**src/rtl/mul_reservation_station.sv**
```systemverilog
// Reservation station for the MUL/DIV unit: holds issued ops, snoops the CDB for
// pending operands and dispatches the lowest-index ready entry once per cycle.
module mul_reservation_station #(
  parameter int unsigned DEPTH    = 3,
  parameter int unsigned TAG_W    = 3,
  parameter int unsigned TAG_BASE = 4
) (
  input  logic             Clock,
  input  logic             Reset,
  input  logic             issue_valid,
  output logic             issue_ready,
  output logic [TAG_W-1:0] issue_tag,
  input  logic             issue_op,
  input  logic [15:0]      issue_vj,
  input  logic [15:0]      issue_vk,
  input  logic [TAG_W-1:0] issue_qj,
  input  logic [TAG_W-1:0] issue_qk,
  input  logic             cdb_valid,
  input  logic [TAG_W-1:0] cdb_tag,
  input  logic [15:0]      CDB,
  input  logic             fu_ready,
  output logic [15:0]      resv_out1,
  output logic [15:0]      resv_out2,
  output logic             OP,
  output logic             disp_valid,
  output logic [TAG_W-1:0] disp_tag
);
  localparam int unsigned IDX_W = (DEPTH > 1) ? $clog2(DEPTH) : 1;

  logic             busy_q [DEPTH];
  logic             busy_d [DEPTH];
  logic             op_q   [DEPTH];
  logic             op_d   [DEPTH];
  logic [15:0]      vj_q   [DEPTH];
  logic [15:0]      vj_d   [DEPTH];
  logic [15:0]      vk_q   [DEPTH];
  logic [15:0]      vk_d   [DEPTH];
  logic [TAG_W-1:0] qj_q   [DEPTH];
  logic [TAG_W-1:0] qj_d   [DEPTH];
  logic [TAG_W-1:0] qk_q   [DEPTH];
  logic [TAG_W-1:0] qk_d   [DEPTH];

  logic [15:0]      out1_q, out1_d;
  logic [15:0]      out2_q, out2_d;
  logic             opo_q, opo_d;
  logic             dvalid_q, dvalid_d;
  logic [TAG_W-1:0] dtag_q, dtag_d;

  logic             alloc_found, disp_found;
  logic [IDX_W-1:0] alloc_idx, disp_idx;
  logic             issue_fire, disp_fire;

  // Allocation and readiness look only at registered state, so an entry freed
  // by dispatch cannot be refilled on the same edge.
  always_comb begin
    alloc_found = 1'b0;
    alloc_idx   = '0;
    disp_found  = 1'b0;
    disp_idx    = '0;
    for (int unsigned i = 0; i < DEPTH; i++) begin
      if (!busy_q[i] && !alloc_found) begin
        alloc_found = 1'b1;
        alloc_idx   = IDX_W'(i);
      end
      if (busy_q[i] && qj_q[i] == '0 && qk_q[i] == '0 && !disp_found) begin
        disp_found = 1'b1;
        disp_idx   = IDX_W'(i);
      end
    end
  end

  assign issue_ready = alloc_found;
  assign issue_tag   = alloc_found ? TAG_W'(TAG_BASE + alloc_idx) : '0;
  assign issue_fire  = issue_valid && alloc_found;
  assign disp_fire   = fu_ready && disp_found;

  always_comb begin
    busy_d = busy_q;
    op_d   = op_q;
    vj_d   = vj_q;
    vk_d   = vk_q;
    qj_d   = qj_q;
    qk_d   = qk_q;
    for (int unsigned i = 0; i < DEPTH; i++) begin
      if (busy_q[i]) begin
        if (cdb_valid && qj_q[i] != '0 && qj_q[i] == cdb_tag) begin
          vj_d[i] = CDB;
          qj_d[i] = '0;
        end
        if (cdb_valid && qk_q[i] != '0 && qk_q[i] == cdb_tag) begin
          vk_d[i] = CDB;
          qk_d[i] = '0;
        end
        if (disp_fire && disp_idx == IDX_W'(i)) busy_d[i] = 1'b0;
      end else if (issue_fire && alloc_idx == IDX_W'(i)) begin
        busy_d[i] = 1'b1;
        op_d[i]   = issue_op;
        if (cdb_valid && issue_qj != '0 && issue_qj == cdb_tag) begin
          vj_d[i] = CDB;
          qj_d[i] = '0;
        end else begin
          vj_d[i] = issue_vj;
          qj_d[i] = issue_qj;
        end
        if (cdb_valid && issue_qk != '0 && issue_qk == cdb_tag) begin
          vk_d[i] = CDB;
          qk_d[i] = '0;
        end else begin
          vk_d[i] = issue_vk;
          qk_d[i] = issue_qk;
        end
      end
    end
  end

  always_comb begin
    out1_d   = out1_q;
    out2_d   = out2_q;
    opo_d    = opo_q;
    dtag_d   = dtag_q;
    dvalid_d = 1'b0;
    if (disp_fire) begin
      out1_d   = vj_q[disp_idx];
      out2_d   = vk_q[disp_idx];
      opo_d    = op_q[disp_idx];
      dtag_d   = TAG_W'(TAG_BASE + disp_idx);
      dvalid_d = 1'b1;
    end
  end

  always_ff @(posedge Clock) begin
    if (Reset) begin
      for (int unsigned i = 0; i < DEPTH; i++) begin
        busy_q[i] <= 1'b0;
        op_q[i]   <= 1'b0;
        vj_q[i]   <= '0;
        vk_q[i]   <= '0;
        qj_q[i]   <= '0;
        qk_q[i]   <= '0;
      end
      out1_q   <= '0;
      out2_q   <= '0;
      opo_q    <= 1'b0;
      dvalid_q <= 1'b0;
      dtag_q   <= '0;
    end else begin
      busy_q   <= busy_d;
      op_q     <= op_d;
      vj_q     <= vj_d;
      vk_q     <= vk_d;
      qj_q     <= qj_d;
      qk_q     <= qk_d;
      out1_q   <= out1_d;
      out2_q   <= out2_d;
      opo_q    <= opo_d;
      dvalid_q <= dvalid_d;
      dtag_q   <= dtag_d;
    end
  end

  assign resv_out1  = out1_q;
  assign resv_out2  = out2_q;
  assign OP         = opo_q;
  assign disp_valid = dvalid_q;
  assign disp_tag   = dtag_q;
endmodule

```
**config.mk**
```make
export PLATFORM = sky130hd
export DESIGN_NAME = mul_reservation_station
export DESIGN_NICKNAME = d
export VERILOG_FILES = /design/src/rtl/mul_reservation_station.sv
export SDC_FILE = /design/constraint.sdc
export NUM_CORES = 1
export LEC_CHECK = 0
export BUFFER_PORTS_ARGS = -buffer_cell sky130_fd_sc_hd__buf_2
export CAP_MARGIN = 40
export CORE_ASPECT_RATIO = 2
export CORE_UTILIZATION = 25
export CTS_BUF_LIST = sky130_fd_sc_hd__clkbuf_8
export DETAILED_ROUTE_END_ITERATION = 7
export PLACE_DENSITY = 0.52
export SYNTH_ARGS = -nofsm -noshare
export SYNTH_HDL_FRONTEND = slang
export SYNTH_SLANG_ARGS = --single-unit
```
**constraint.sdc**
```tcl
create_clock -name Clock -period 2.3 [get_ports Clock]
set_input_delay 0.46 -clock Clock [delete_from_list [all_inputs] [get_ports Clock]]
set_output_delay 0.46 -clock Clock [all_outputs]
set_load 0.005 [all_outputs]
```
==> results.toml <==
[run]
cap_viol_max_count = 0

[clock_tree]
cts_max_level = 4
cts_max_path_buffers = 2
post_cts_buffers = 0
cts_tree = "done"
clk_pin_slew_ps = 80
cts_made_buffers = 17
clock_latency_ps = 480
clock-root-buffer = "clkbuf_8"
clock_sinks = 157

[synthesis]
synthTopCellsByArea = "dfxtp_1 (46%), a21oi_1 (7.9%), o21ai_0 (7.4%), a32oi_1 (7.2%), a22oi_1 (6.2%)"
synth_area_um2 = 6900
async_flop_share = 0
synth_xor_area_frac = 0.0216
ys.flop_type = "dfxtp_1"
synth_cell_types = 43
synth.area.mux_share = 0
synthAdderAreaFrac = 0
synthCells = 791
synth_compound_area_frac = 0.359
synth_common_cells = "dfxtp_1 (157), a21oi_1 (109), o21ai_0 (102)"
ys_warn_count = 0
syn_area_per_cell_um2 = 8.72
synth_top_family_by_area = "compound AO/OA/AOI/OAI gates"
yosysMostFrequentCell = "dfxtp_1"
ys_ff_latch = 157
yosysTopAreaCell = "dfxtp_1"
synth_nets = 854
yosys.area_share.simple = 0.114
synth-seq-area-share = 0.456
synth_edf_count = 0
synth_top_area_share = 0.456

[detailed_routing]
drt_iter0_drc = 752
first_pass_iters = 7
route.detailed.drc = 0
detail-route-antenna-nets = 0
vias_per_cell = 5.51
wl_per_cell_um = 21.4
vias = 7074
route.final.wire_length_um = 27400

[sta]
setup_violations = 0
rsz0062_at_grt = "no"
fin_crit_ps = 2200
slew_headroom = 0.469
clock-skew-final_ps = 17.3
hold_viol_final = 0
max_slew.worst_pin.slew_ps = 796
drv_slew = 0
post-route-period-util = 0.955
fmax_mhz = 455

[die]
row_count = 85
ios = 104
die_area_um2 = 28300
core_um2 = 27000
start_util = 0.255
die_x_um = 119
dieHeight_um = 237

[min_path]
hp-class = "in2reg"
hold_path_startpoint = "issue_op"
holdPathStages = 3
whs_endpoint = "op_q[0]"

[placement]
hpwl_um = 18900
portBuffers = 103
placed_area_um2 = 8350
place.gp.congestion = 0.790

[critical_path]
reg2reg_from = "busy_q[0]"
end_kind = "flip-flop"
critical_path_class = "reg2reg"
worstPathMaxFanout = 16
reg2regPathDepth = 7
critPathLaunchType = "flip-flop"
rrSetupSlack_ps = 100
cp.arrival_ps = 2600
cp_data_required_time_ps = 2700
r2r_end = "vk_q[1]"

[outcome]
status = "completed"

[global_route]
grt_overflow_total = 0
grt_pass1_wl_um = 41200
gr-usage-all-layers = 0.193
antenna_found_initial = 2
grt_pass1_vias = 6921
grt_max_degree = 73

[pwr]
p_total_mw = 6.03
peakVddDrop_v = 0.000322
power_density_nw_per_um2 = 684
power_leakage_nw = 3.34

[finish]
fin_nets = 984
fin_area_um2 = 8820
final_layout_size_suffix_gt1_frac = 0.254
area_growth_pct = 27.9
fillCellCount = 2903
[power by group]
group	internal (mW)	switching, mW	total [mW]
combinational	0.301	0.458	0.759
clock	1.24	1.16	2.39
sequential	2.82	0.0617	2.88
[critical path, stage by stage (launching register included)]
cell,delay (ps)
dfxtp_1,400
buf_4,140
nand2_1,90
or4_1,500
o21ai_0,340
buf_4,300
o21ai_0,200
a21oi_1,160
[cell families (layout without fill, tap and decap cells)]
| group | count (synthesis) | after routing |
|---|---|---|
| AOI/OAI and AO/OA | 375 | 375 |
| xor gates and xnor gates | 17 | 17 |
| buffers and inverters | 77 | 220 |
| DFF | 157 | 157 |
| other | 0 | 1 |
| and+or+nand+nor | 165 | 165 |
[worst max path at each step]
stage	start	to	slack, ps	depth (start not counted)
3_5_place_dp	cdb_tag[1]	vk_q[1]	-120	8
2_1_floorplan	cdb_tag[1]	vk_q[41]	130	8
4_1_cts	qk_q[6]	resv_out1[2]	130	7
6_report	busy_q[0]	vk_q[1]	100	7
5_1_grt	qk_q[6]	resv_out2[10]	7	8
3_3_place_gp	cdb_tag[1]	vk_q[1]	-120	8
[metal layers]
| layer | global-route usage | part of all wire | vias to the layer above |
|---|---|---|---|
| li1 | - | - | 3310 |
| met3 | 0.0306 | 0.047 | 45 |
| met4 | 0.101 | 0.036 | 2 |
| met1 | 0.211 | 0.38 | 3464 |
| met5 | 0 | 0.00047 | - |
| met2 | 0.352 | 0.54 | 253 |
[cells in the final DEF (no fill, tap or decap), types with 18 or more instances in the layout]
cell type | Yosys | layout
buf_2 | 19 | 103
a222oi_1 | 33 | 33
a22oi_1 | 57 | 57
a21oi_1 | 109 | 109
buf_4 | 5 | 69
nand2_1 | 89 | 89
clkbuf_8 | 0 | 18
nor2_1 | 26 | 25
dfxtp_1 | 157 | 157
a32oi_1 | 57 | 57
o21ai_0 | 102 | 102
[state kept, by name (all words and copies together), names as in the netlist, 3 cells and up]
register   cells
vj_q          48
vk_q          48
resv_out1     16
resv_out2     16
qj_q           9
qk_q           9
busy_q         3
disp_tag       3
op_q           3
[what timing repair did]
action / CTS / global route
endpoints found under the setup margin: 2 / 6
gates resized for setup: 1 / 1
hold buffers: 0 / 0
[through the flow]
step / cells / TNS, ps / hold WS, ps / worst slack (ps) / util
6_report: 1283 / 0 / 259 / 104 / 0.326
5_1_grt: 1283 / 0 / 271 / 6.80 / 0.326
4_1_cts: 1282 / 0 / 243 / 133 / 0.326
3_5_place_dp: 1250 / -521 / 426 / -117 / 0.309
3_3_place_gp: 1247 / -1170 / 424 / -115 / 0.308
2_1_floorplan: 791 / 0 / 435 / 132 / -
[area by class of cell]
cell class,count,area (µm²),area share
Antenna cell,1,2.50,0.000284
Clock buffer,18,248,0.0281
Clock inverter,14,206,0.0234
Inverter,1,3.75,0.000426
Multi-Input combinational cell,557,3450,0.392
Sequential cell,157,3140,0.357
Tap cell,348,435,0.0494
Timing Repair Buffer,187,1320,0.150
No activity file was read; power rests on OpenSTA's default activity.
